$ cat config.mk
export PLATFORM = sky130hd
export DESIGN_NAME = dreg_write_arbiter
export DESIGN_NICKNAME = d
export VERILOG_FILES = /design/src/rtl/dreg_write_arbiter.sv
export SDC_FILE = /design/constraint.sdc
export NUM_CORES = 1
export LEC_CHECK = 0
export CELL_PAD_IN_SITES_DETAIL_PLACEMENT = 1
export CELL_PAD_IN_SITES_GLOBAL_PLACEMENT = 2
export CORE_MARGIN = 3
export CORE_UTILIZATION = 40
export CTS_CLUSTER_SIZE = 28
export DETAILED_ROUTE_END_ITERATION = 10
export DONT_BUFFER_PORTS = 1
export PLACE_DENSITY_LB_ADDON = 0.1
export RECOVER_POWER = 25
export SYNTH_ARGS = -nofsm -noshare
export SYNTH_HDL_FRONTEND = slang
export SYNTH_SLANG_ARGS = --single-unit
$ cat constraint.sdc
create_clock -name clk -period 3 [get_ports clk]
set_input_delay 0.75 -clock clk [delete_from_list [all_inputs] [get_ports clk]]
set_output_delay 0.75 -clock clk [all_outputs]
set_load 0.03 [all_outputs]
$ cat src/rtl/dreg_write_arbiter.sv
// Round-robin arbiter that sequences single-cycle writes from N_REQ requesters
// into one shared enable register. Each write runs IDLE -> WRITE -> ACK.
module dreg_write_arbiter #(
  parameter int N_REQ = 4,
  parameter int DW    = 4,
  parameter int CW    = 8
) (
  input  logic                       clk,
  input  logic                       rest,
  input  logic [N_REQ-1:0]           req,
  input  logic [N_REQ*DW-1:0]        wdata,
  output logic [DW-1:0]              reg_d,
  output logic                       reg_en,
  output logic [N_REQ-1:0]           gnt,
  output logic [N_REQ-1:0]           ack,
  output logic [$clog2(N_REQ)-1:0]   last_id,
  output logic                       busy,
  output logic [CW-1:0]              wr_count
);

  localparam int IW = $clog2(N_REQ);

  typedef enum logic [1:0] {
    IDLE  = 2'd0,
    WRITE = 2'd1,
    ACK   = 2'd2
  } state_t;

  state_t           state_q, state_d;
  logic [IW-1:0]    ptr_q, ptr_d;
  logic [IW-1:0]    win_q, win_d;
  logic [N_REQ-1:0] gnt_q, gnt_d;
  logic [N_REQ-1:0] ack_q, ack_d;
  logic [DW-1:0]    reg_d_q, reg_d_d;
  logic             reg_en_q, reg_en_d;
  logic             busy_q, busy_d;
  logic [IW-1:0]    last_id_q, last_id_d;
  logic [CW-1:0]    wr_count_q, wr_count_d;

  // cand_idx[k] is the requester examined k-th when searching upward from ptr.
  logic [IW-1:0]    cand_idx [N_REQ];
  logic             win_found;
  logic [IW-1:0]    win_idx;

  for (genvar gi = 0; gi < N_REQ; gi++) begin : g_cand
    assign cand_idx[gi] = IW'((32'(ptr_q) + gi) % N_REQ);
  end

  // Scanning from the far end means the nearest requester to ptr wins.
  always_comb begin
    win_found = 1'b0;
    win_idx   = '0;
    for (int k = N_REQ - 1; k >= 0; k--) begin
      if (req[cand_idx[k]]) begin
        win_found = 1'b1;
        win_idx   = cand_idx[k];
      end
    end
  end

  always_comb begin
    state_d    = state_q;
    ptr_d      = ptr_q;
    win_d      = win_q;
    gnt_d      = gnt_q;
    ack_d      = '0;
    reg_d_d    = reg_d_q;
    reg_en_d   = 1'b0;
    busy_d     = busy_q;
    last_id_d  = last_id_q;
    wr_count_d = wr_count_q;
    case (state_q)
      IDLE: begin
        if (win_found) begin
          state_d  = WRITE;
          win_d    = win_idx;
          gnt_d    = {{(N_REQ-1){1'b0}}, 1'b1} << win_idx;
          reg_d_d  = wdata[win_idx*DW +: DW];
          reg_en_d = 1'b1;
          busy_d   = 1'b1;
        end
      end
      WRITE: begin
        state_d = ACK;
        ack_d   = gnt_q;
      end
      ACK: begin
        state_d    = IDLE;
        gnt_d      = '0;
        busy_d     = 1'b0;
        last_id_d  = win_q;
        wr_count_d = wr_count_q + 1'b1;
        ptr_d      = (win_q == IW'(N_REQ - 1)) ? '0 : win_q + 1'b1;
      end
      default: begin
        state_d = IDLE;
        gnt_d   = '0;
        busy_d  = 1'b0;
      end
    endcase
  end

  always_ff @(posedge clk or negedge rest) begin
    if (!rest) begin
      state_q    <= IDLE;
      ptr_q      <= '0;
      win_q      <= '0;
      gnt_q      <= '0;
      ack_q      <= '0;
      reg_d_q    <= '0;
      reg_en_q   <= 1'b0;
      busy_q     <= 1'b0;
      last_id_q  <= '0;
      wr_count_q <= '0;
    end else begin
      state_q    <= state_d;
      ptr_q      <= ptr_d;
      win_q      <= win_d;
      gnt_q      <= gnt_d;
      ack_q      <= ack_d;
      reg_d_q    <= reg_d_d;
      reg_en_q   <= reg_en_d;
      busy_q     <= busy_d;
      last_id_q  <= last_id_d;
      wr_count_q <= wr_count_d;
    end
  end

  assign reg_d    = reg_d_q;
  assign reg_en   = reg_en_q;
  assign gnt      = gnt_q;
  assign ack      = ack_q;
  assign last_id  = last_id_q;
  assign busy     = busy_q;
  assign wr_count = wr_count_q;

endmodule

; ---- Word-level counts from Yosys, hierarchy flattened
; Cells that the tools add are included.
[totals]
inputBits = 22
register_bits = 30
output_inout_bits = 24
word_cells = 55
[op_classes]
n_reduce_logical = 3
addsub = 5
shifts = 2
n_lt_le_gt_ge = 4
bitwise = 1
n_mux = 26
eq_ne = 4
[ops]
columns = cell, count
row1 = indexed part select 16 x 5 -> 4 bit, 1
row2 = "< comparator 2 x 3 -> 1 bit, second input constant", 4
row3 = two-way mux 2 bit, 6
row4 = two-way mux 1 bit, 11
row5 = "adder 8 x 1 -> 8 bit, second input constant", 1
row6 = binary-select mux 1 bit (select 2 bit), 4
row7 = two-way mux 4 bit, 2
row8 = case mux 4 bit (2 select lines), 1
row9 = "adder 2 x 1 -> 2 bit, second input constant", 2
row10 = "adder 2 bit, second input constant", 2
row11 = "equality test 2 bit, second input constant", 2
row12 = case mux 2 bit (2 select lines), 1
row13 = AND reduction 2 bit, 2
row14 = "<< shifter 1 x 2 -> 4 bit, first input constant", 1
row15 = "equality test 2 x 1 -> 1 bit, second input constant", 1
row16 = logical NOT 2 bit, 1
row17 = "!= test 2 bit, second input constant", 1
row18 = case mux 1 bit (2 select lines), 1
row19 = inverter 1 bit, 1

; ---- Longest topological paths before layout
; Gate-level depths: netlist of the first run.
[logic_depth]
depth_word = 10
depth_mapped = 6
ltp_nobuf = 5

; ---- Least setup slack after synthesis of the first run
; OpenSTA, ideal clock, no wires.
[synth_path]
kind = input port to flip-flop
start = input port req[2]
end = register reg_d_q[2] (netlist: reg_d[2])
arrival_ps = 1920
required_ps = 2860
n_path_buf = 1
path_slack_ps = 939
stages = 6
setup_time_ps = 140
path_cell_list = mux2i_1 nor2_1 a311o_2 buf_6 a2111oi_0 a211oi_1
[synth_between]
elab_chain_len = 7
elab_cells_between_ends = 18
classes_between = 1 x shift / 16 x mux / 1 x reduce/logical
[synth_lines]
columns = item, line_no
row1 = start: declaration, 10  ; input logic [N_REQ-1:0] req,
row2 = binary-select mux 1 bit (select 2 bit), 54  ; if (req[cand_idx[k]]) begin
row3 = two-way mux 1 bit (implied by the code), 54
row4 = two-way mux 2 bit / two-way mux 1 bit (equally long branches) (4 in series), 54
row5 = indexed part select 16 x 5 -> 4 bit / AND reduction 2 bit (equally long branches), -
row6 = end signal: assignment, 121  ; reg_d_q <= reg_d_d;
row7 = end: declaration, 34  ; logic [DW-1:0] reg_d_q, reg_d_d;
; Several ways; a longest one is shown, not always the timed one. The select of a mux whose other input is x is not followed.
; A chain may end at the register's enable or synchronous reset.

; ---- Worst setup path after layout of the first run
[layout_path]
start = register ptr_q[1]
end = register reg_d_q[2] (netlist: reg_d[2])
[layout_between]
elab_chain_len = 8
elab_cells_between_ends = 21
classes_between = 3 x add/sub / 1 x shift / 16 x mux / 1 x reduce/logical
[layout_lines]
columns = item, line_no
row1 = start: declaration, 30  ; logic [IW-1:0] ptr_q, ptr_d;
row2 = start signal: assignment, 117  ; ptr_q <= ptr_d;
row3 = adder 2 bit, 46  ; assign cand_idx[gi] = IW'((32'(ptr_q) + gi) % N_REQ);
row4 = binary-select mux 1 bit (select 2 bit), 54
row5 = two-way mux 1 bit (implied by the code), 54
row6 = two-way mux 2 bit / two-way mux 1 bit (equally long branches) (4 in series), 54
row7 = indexed part select 16 x 5 -> 4 bit / AND reduction 2 bit (equally long branches), -
; Several ways; a longest one is shown, not always the timed one. The select of a mux whose other input is x is not followed.

==> results of run 1 <==
## where the power goes
group | internal [W] | switching (W) | total [W]
Clock | 0.000113 | 0.000136 | 0.000249
Sequential | 0.000566 | 0.000406 | 0.000972
Combinational | 0.000200 | 0.000234 | 0.000434
Total | 0.000880 | 0.000776 | 0.00166
## final cells by class
| type | count | area (sq um) |
|---|---|---|
| clock inverter | 1 | 5.00 |
| clock buffer | 7 | 55.1 |
| inverter | 4 | 15.0 |
| tap | 44 | 55.1 |
| fill | 349 | 1700 |
| sequential | 30 | 751 |
| multi-input combinational | 80 | 548 |
## layout by cell type (no fill, tap or decap), types with 4 or more instances in the layout
master      n
clkbuf_4    5
a211oi_1    4
dfrtp_1    30
xnor2_1     6
inv_1       4
nand2_1     9
nor2_1     10
mux2i_1     5
and2_1      5
nor3_1      4
a2111oi_0   4
mux2_2      4
## critical path, cell delays in order (launching register included)
cell and delay [ps]:
dfrtp_1 470, mux2i_1 220, nor2_1 110, a311o_2 500
a2111oi_0 570, a211oi_1 100
## registers in the layout (all words and copies together), names as in the netlist
name / flops
win_q: 2
ack: 4
last_id: 2
reg_en: 1
reg_d: 4
gnt: 4
state_q: 2
ptr_q: 2
wr_count: 8
busy: 1
## stage by stage
stage / total power [W] / setup WS, ps / hold slack [ps] / util (%) / area [sq um]
after global placement: 0.00141 / 698 / 455 / 43.8 / 1370
after CTS: 0.00168 / 898 / 86.6 / 45.7 / 1430
after floorplan: 0.00132 / 939 / 454 / - / 1340
after global routing: 0.00178 / 622 / 75.2 / 45.7 / 1430
after detailed placement: 0.00143 / 703 / 455 / 43.8 / 1370
final: 0.00166 / 895 / 102 / 45.7 / 1430
## per-layer routing
layer | GRT usage (%) | vias up | wire [um]
met5 | 0 | - | 0
li1 | - | 429 | -
met3 | 5.62 | 7 | 212
met1 | 18.4 | 432 | 1200
met2 | 22.2 | 38 | 1300
met4 | 8.89 | 0 | 71
## final timing paths
path	slack [ps]	endpoint	cells after the start
min in group clk	540	win_q[1]	1
max in group asynchronous	2810	gnt[0]	0
worst min-delay path	100	wr_count[5]	0
worst min register to register	540	win_q[1]	1
worst max register to register	890	reg_d[2]	5
worst max-delay path	890	reg_d[2]	5
## logic make-up (layout without fill, tap and decap cells)
kind of cell,Yosys count,in the layout
flops,30,30
mux,9,9
compound gates,21,21
xor+xnor,7,7
simple gates,41,41
fa+ha+maj,2,2
buf+inv,7,12
==> results.toml, run 1 <==
[status]
status = "finished, final reports clean"

[die]
start_util_pct = 42.8
die_area_sq_um = 4080
die_width_um = 63.9
io_pins = 46
rows = 20
die_h_um = 63.9
core_sq_um = 3130

[synthesis]
postSynthCellCount = 117
syn_area_per_cell_sq_um = 11.5
syn-num-nets = 141
synth-compound-area-share_pct = 12.0
synth_async_sr_flop_share_pct = 100
synth_top_area_cell = "dfrtp_1"
synth-simple-area-share_pct = 15.3
synth_commonest_cells = "30 x dfrtp_1, 10 x nor2_1, 9 x nand2_1, 6 x xnor2_1"
synthTopCellsByArea = "dfrtp_1 56%, xnor2_1 3.9%, mux2i_1 3.7%"
yosysWarnings = 0
synth.area.mux_share_pct = 7.10
netlist_area_sq_um = 1340
synth_xor_area_share_pct = 4.58
ys_ff_latch = 30
synth_top_family_by_area = "simple AND/OR/NAND/NOR gates"
synthDistinctLibCells = 33
synth_fa_ha_area_share_pct = 1.87
post-synth-top-count-cell = "dfrtp_1"
ys.flop_type = "dfrtp_1"
synth.top_cell.area_share_pct = 56.0
synth_edf_count = 0
seq_area_frac_synth_pct = 56.0

[drt]
ant_nets = 0
drt-total-wl_mm = 2.78
vias = 906
drcViolationCount = 0
routedWlPerCell_um = 16.7
drtIter0Drc = 39
dr.pass1.iters = 4
vias_per_cell = 5.46

[worst_setup_path]
regToRegStartpoint = "ptr_q[1]"
cp_max_fo = 12
startpoint_type = "register"
required_ps = 3190
crit_path_start = "ptr_q[1]"
end_kind = "register"
critPathKind = "register to register"
worstPathArrival_ps = 2290

[clocking]
root_buffer = "clkbuf_4"
cts-buffers-inserted = 5
clock-sinks = 30
cts_max_path_buffers = 2
path_clk_slew_ps = 90
postCtsHoldBufs = 0
cts_tree = "yes"
worstSkewPairLatency_ps = 330
post_cts_buffers = 0
cts_resized = 0
htreeDepth = 2

[pwr]
p_leak_nw = 0.652
ir_drop_mv = 0.317
cellPowerDensity_nw_per_um2 = 1160

[place]
portBuffers = 0
placedCellCount = 158
hpwl_mm = 2.06
place_congestion = 0.701

[sta]
max-slew-margin-rel_pct = 46.6
hold_viol = 0
fin_crit_sh_pct = 70.2
max_freq_mhz = 475
tightest_slew_ps = 800
rsz0062_at_grt = "false"
fin_setup_tns_ps = 0
min_period_ps = 2110
drv_slew = 0
final.setup_skew_ps = 8.16
setup_viol = 0

[run]
maxCapViolations = 0

[min_path]
hp-class = "input port to asynchronous set/reset pin"

[global_routing]
overflow = 0
grt_pass1_wl_mm = 4.64
grt_pass1_vias = 965
antenna_found_initial = 0
grt_use_total_pct = 15.0
grt_max_degree = 31

[layout]
instances_no_fill = 166
nNetsFinal = 145
drive_gt1_share_pct = 12.3
area_delta_synth_final_pct = 6.63
antenna_cells = 0
Note: power is estimated with default switching activity, not from simulation.
==> run 2: changes to the inputs <==
--- a/config.mk
+++ b/config.mk
@@ -8,7 +8,7 @@
 export CELL_PAD_IN_SITES_DETAIL_PLACEMENT = 1
 export CELL_PAD_IN_SITES_GLOBAL_PLACEMENT = 2
 export CORE_MARGIN = 3
-export CORE_UTILIZATION = 40
+export CORE_UTILIZATION = 37
 export CTS_CLUSTER_SIZE = 28
 export DETAILED_ROUTE_END_ITERATION = 10
 export DONT_BUFFER_PORTS = 1
==> constraint.sdc (replaced) <==
create_clock -name clk -period 2.2 [get_ports clk]
set_input_delay 0.55 -clock clk [delete_from_list [all_inputs] [get_ports clk]]
set_output_delay 0.55 -clock clk [all_outputs]
set_load 0.03 [all_outputs]
==> run 2 against run 1 <==
Net effect: the run now ends with max-capacitance violations, max-slew violations left; highest routed layer unchanged; cell count rose by 4.2%; largest power group unchanged; worst setup slack got worse by 660 ps; core utilization down 2.2 points.
==> results.toml, run 2 (synthesis gave the netlist of run 1 again) <==
[status]
status = "complete, but fails checks"
violations = "max-capacitance violations, max-slew violations"

[global_routing]
grt_pass1_vias = 975
use_met1_pct = 19.4
top_usage_layer = "met2"
overflow = 0
grtUsageMet2_pct = 22.1
grtUsageMet3_pct = 5.78
grt_pass1_wl_mm = 4.89
antenna_found_initial = 0
grt_max_degree = 31
grt_use_total_pct = 15.0

[die]
io_pins = 46
rows = 21
core_sq_um = 3420
start_util_pct = 39.2
die_area_sq_um = 4380
die_h_um = 66.2
die_width_um = 66.2

[layout]
final_cell_mix = "30 x dfrtp_1, 10 x nor2_1, 9 x nand2_1, 6 x xnor2_1"
multi_input_area_sq_um = 551
regArea_sq_um = 751
area_delta_synth_final_pct = 10.8
largest_register_ffs = 8
nFillCells = 397
antenna_cells = 0
drive_gt1_share_pct = 15.7
nNetsFinal = 150
post-route-cell-area_sq_um = 1490
final_common_cell = "dfrtp_1"

[clocking]
worstSkewPairLatency_ps = 330
cts_tree = "yes"
cts-buffers-inserted = 5
path_clk_slew_ps = 100
cts_max_path_buffers = 2
root_buffer = "clkbuf_4"
htreeDepth = 2
clock-sinks = 30

[sta]
tightest_slew_ps = 1600
rsz0062_at_grt = "false"
final.setup_skew_ps = 8.65
drv_slew = 31
max-slew-margin-rel_pct = -6.88
finalHoldWorstSlack_ps = 458
fin_setup_tns_ps = 0
setup_viol = 0
min_period_ps = 1970
hold_viol = 0
max_freq_mhz = 509
fin_crit_sh_pct = 89.3

[run]
maxCapViolations = 1

[place]
hpwl_mm = 2.14
portBuffers = 0
place_congestion = 0.698
dpl-instance-area_sq_um = 1400

[worst_setup_path]
path_cells = "mux2i_1 > nor2_1 > a311o_2 > a2111oi_1 > a211oi_1"
r2r-end = "reg_d[1]"
end_kind = "register"
critical-path-max-stage-delay_ps = 500
required_ps = 2390
r2r_cells = 5
reg2reg_slack_ps = 230
startpoint_type = "register"
worstPathArrival_ps = 2160
critPathKind = "register to register"
regToRegStartpoint = "ptr_q[1]"
slowest_stage = "a311o_2"
cp_max_fo = 12

[pwr]
ir_drop_mv = 0.471
p_leak_nw = 0.683
cellPowerDensity_nw_per_um2 = 1630
fin_total_pwr_w = 0.00242

[drt]
drtIter0Drc = 28
vias_per_cell = 5.41
vias = 936
dr.pass1.iters = 4
routedWlPerCell_um = 16.5
ant_nets = 0
drcViolationCount = 0
drt-total-wl_mm = 2.86

[min_path]
hold_depth = 2
hp-class = "input port to register"
hold_start = "wdata[6]"
min_to = "reg_d[2]"
-- run 2: changes by cell type in the layout (fill, tap and decap cells not counted), sizes merged --
cell	delta
clkinv	+1
clkbuf	-1
bufinv	+1
buf	+4
-- run 2: worst max-delay path by stage --
stage | start | end | slack (ps) | cells after the start
finish | ptr_q[1] | reg_d[1] | 230 | 5
global route | ptr_q[1] | reg_d[2] | 8 | 5
CTS | ptr_q[1] | reg_d[2] | 160 | 5
detailed placement | req[2] | reg_d[2] | 140 | 5
global placement | req[2] | reg_d[0] | 270 | 5
floorplan | req[2] | reg_d[2] | 340 | 6
-- run 2: final cells by class --
class,instances,area share [%]
flip-flops and latches,30,50.5
well taps,46,3.88
clock inverters,3,2.70
repair buffers,5,2.27
clock buffers,5,2.53
inverters,4,1.01
multi-input cells,80,37.1
-- run 2: through the flow --
step / instances / utilization, % / worst slack (ps)
finish: 173 / 43.5 / 234
global route: 173 / 43.5 / 8.43
CTS: 173 / 43.9 / 158
detailed placement: 164 / 41.0 / 143
global placement: 164 / 41.0 / 272
floorplan: 117 / - / 339
-- run 2: routing by layer --
layer | up-vias | wire, um | part of all wire, %
li1 | 441 | - | -
met1 | 458 | 1270 | 44
met2 | 32 | 1370 | 48
met3 | 5 | 179 | 6.3
met4 | 0 | 36 | 1.3
met5 | - | 0 | 0
-- run 2: worst max-delay path, delay by kind of cell (launching register included) --
family,cells,cell delay (ps)
AOI/OAI and AO/OA,3,1060
DFF,1,460
muxes,1,210
and+or+nand+nor,1,100
-- run 2: where the power goes --
| part | total (W) | switching, W | internal [W] | leakage [nW] |
|---|---|---|---|---|
| logic | 0.000667 | 0.000346 | 0.000321 | 0.260 |
| registers | 0.00132 | 0.000550 | 0.000772 | 0.378 |
| clock network | 0.000427 | 0.000192 | 0.000235 | 0.0450 |
| total | 0.00242 | 0.00109 | 0.00133 | 0.683 |
-- run 2: repair_timing --
| item | in CTS | in global routing |
|---|---|---|
| setup buffers | 0 | 0 |
| setup endpoints to repair | 0 | 2 |
| endpoints found under the hold margin | 30 | 0 |
| resized for setup | 0 | 2 |
| hold buffers | 1 | 0 |
==> run 3: changes to the inputs <==
--- a/config.mk
+++ b/config.mk
@@ -8,7 +8,8 @@
 export CELL_PAD_IN_SITES_DETAIL_PLACEMENT = 1
 export CELL_PAD_IN_SITES_GLOBAL_PLACEMENT = 2
 export CORE_MARGIN = 3
-export CORE_UTILIZATION = 37
+export CORE_UTILIZATION = 40
+export CTS_BUF_LIST = sky130_fd_sc_hd__clkbuf_4
 export CTS_CLUSTER_SIZE = 28
 export DETAILED_ROUTE_END_ITERATION = 10
 export DONT_BUFFER_PORTS = 1
==> run 3 against run 2 <==
Net effect: the run still ends with max-capacitance violations, max-slew violations left; sequential share of layout area rose by 0.73 points; routed wire length fell by 4.3%; global-route usage fell by 0.35 points; core utilization rose by 3.3 points; first-iteration DRC count rose by 36%; fmax fell by 1.3%; via count fell by 2.5%; critical endpoint is now reg_d[2]; largest cell class unchanged.
==> results.toml, run 3 (synthesis gave the netlist of run 1 again) <==
[sta]
final.setup_skew_ps = 5.37
setup_viol = 0
min_period_ps = 1990
fin_crit_sh_pct = 90.5
tightest_slew_ps = 1590
max-slew-margin-rel_pct = -6.15
max_freq_mhz = 502
fin_setup_tns_ps = 0
hold_viol = 0
rsz0062_at_grt = "false"
drv_slew = 31

[pwr]
cellPowerDensity_nw_per_um2 = 1570
swShare_pct = 46.5
p_int_w = 0.00123
p_sw_w = 0.00107
power_frac_comb_pct = 28.9
p_leak_nw = 0.676
clkPwrFrac_pct = 13.6
seqPwrFrac_pct = 57.4
fin_total_pwr_w = 0.00230
ir_drop_mv = 0.518

[worst_setup_path]
required_ps = 2370
startpoint_type = "register"
end_kind = "register"
critPathKind = "register to register"
worstPathArrival_ps = 2160
cp_max_fo = 7

[global_routing]
antenna_found_initial = 0
grt_use_total_pct = 14.7
grt_pass1_wl_mm = 4.68
overflow = 0
grt_pass1_vias = 992
grt_max_degree = 31

[drt]
drcViolationCount = 0
drtIter0Drc = 38
vias = 913
dr.pass1.iters = 3
routedWlPerCell_um = 15.9
vias_per_cell = 5.31
drt-total-wl_mm = 2.74
ant_nets = 0

[clocking]
postCtsHoldBufs = 1
cts-buffers-inserted = 5
worstSkewPairLatency_ps = 310
htreeDepth = 2
post_cts_buffers = 0
cts_max_path_buffers = 2
clock-sinks = 30
path_clk_slew_ps = 90
cts_tree = "yes"
root_buffer = "clkbuf_4"
cts_resized = 0

[die]
rows = 20
start_util_pct = 42.8
core_sq_um = 3130
die_h_um = 63.9
io_pins = 46
die_area_sq_um = 4080
die_width_um = 63.9

[place]
place_congestion = 0.684
portBuffers = 0
hpwl_mm = 2.03
dpl-instance-area_sq_um = 1410

[min_path]
hp-class = "input port to register"

[layout]
post-route-cell-area_sq_um = 1460
largest_register_ffs = 8
area_delta_synth_final_pct = 9.24
final_common_cell = "dfrtp_1"
antenna_cells = 0
drive_gt1_share_pct = 15.6
final_cell_mix = "30 x dfrtp_1, 10 x nor2_1, 9 x nand2_1, 6 x xnor2_1, 6 x clkbuf_4"
nFillCells = 350
nNetsFinal = 151

[status]
violations = "max-capacitance violations, max-slew violations"
status = "complete, but fails checks"

[run]
maxCapViolations = 1
[run 3: cell type report]
cell class	count	area (sq um)	area share (%)
clock inverter	2	8.76	0.598
tap	44	55.1	3.76
timing repair buffer	6	41.3	2.82
clock buffer	6	45.0	3.08
inverter	4	15.0	1.03
multi-input combinational	80	548	37.4
sequential	30	751	51.3
[run 3: path summary, 6_finish.rpt]
| kind | start | endpoint | slack, ps | cells after the start |
|---|---|---|---|---|
| min in group asynchronous | rest | wr_count[3] | 620 | 1 |
| hold reg to reg | win_q[1] | win_q[1] | 540 | 1 |
| setup reg to reg | ptr_q[1] | reg_d[2] | 210 | 5 |
| max in group asynchronous | rest | reg_d[0] | 660 | 1 |
| hold / removal | wdata[4] | reg_d[0] | 470 | 2 |
| setup / recovery | ptr_q[1] | reg_d[2] | 210 | 5 |
[run 3: worst max-delay path: stages (launching register included)]
cell	delay, ps
dfrtp_1	460
mux2i_1	210
nor2_1	100
a311o_2	440
a2111oi_0	550
a211oi_1	100
[run 3: per-stage QoR]
stage / util (%) / setup slack [ps] / instances / hold slack [ps]
3_5_place_dp: 45.0 / 185 / 163 / 255
2_1_floorplan: - / 339 / 117 / 254
3_3_place_gp: 45.0 / 195 / 163 / 255
4_1_cts: 47.3 / 172 / 172 / 37.8
6_report: 46.8 / 209 / 172 / 472
5_1_grt: 46.8 / 73.9 / 172 / 477
[run 3: layer usage]
metal	routed length, um	part of all wire (%)	GRT usage, %	up-vias
met5	0	0	0	-
met4	19	0.69	5.66	0
met3	178	6.5	5.62	2
met2	1340	49	23.5	31
met1	1200	44	17.7	442
li1	-	-	-	438
[run 3: power by group through the flow]
stage / clock, W / sequential, W / combinational [W]
finish: 0.000313 / 0.00132 / 0.000666
floorplan: 0 / 0.00127 / 0.000531
global route: 0.000360 / 0.00136 / 0.000756
detailed placement: 0 / 0.00134 / 0.000661
global placement: 0 / 0.00133 / 0.000641
CTS: 0.000329 / 0.00133 / 0.000680
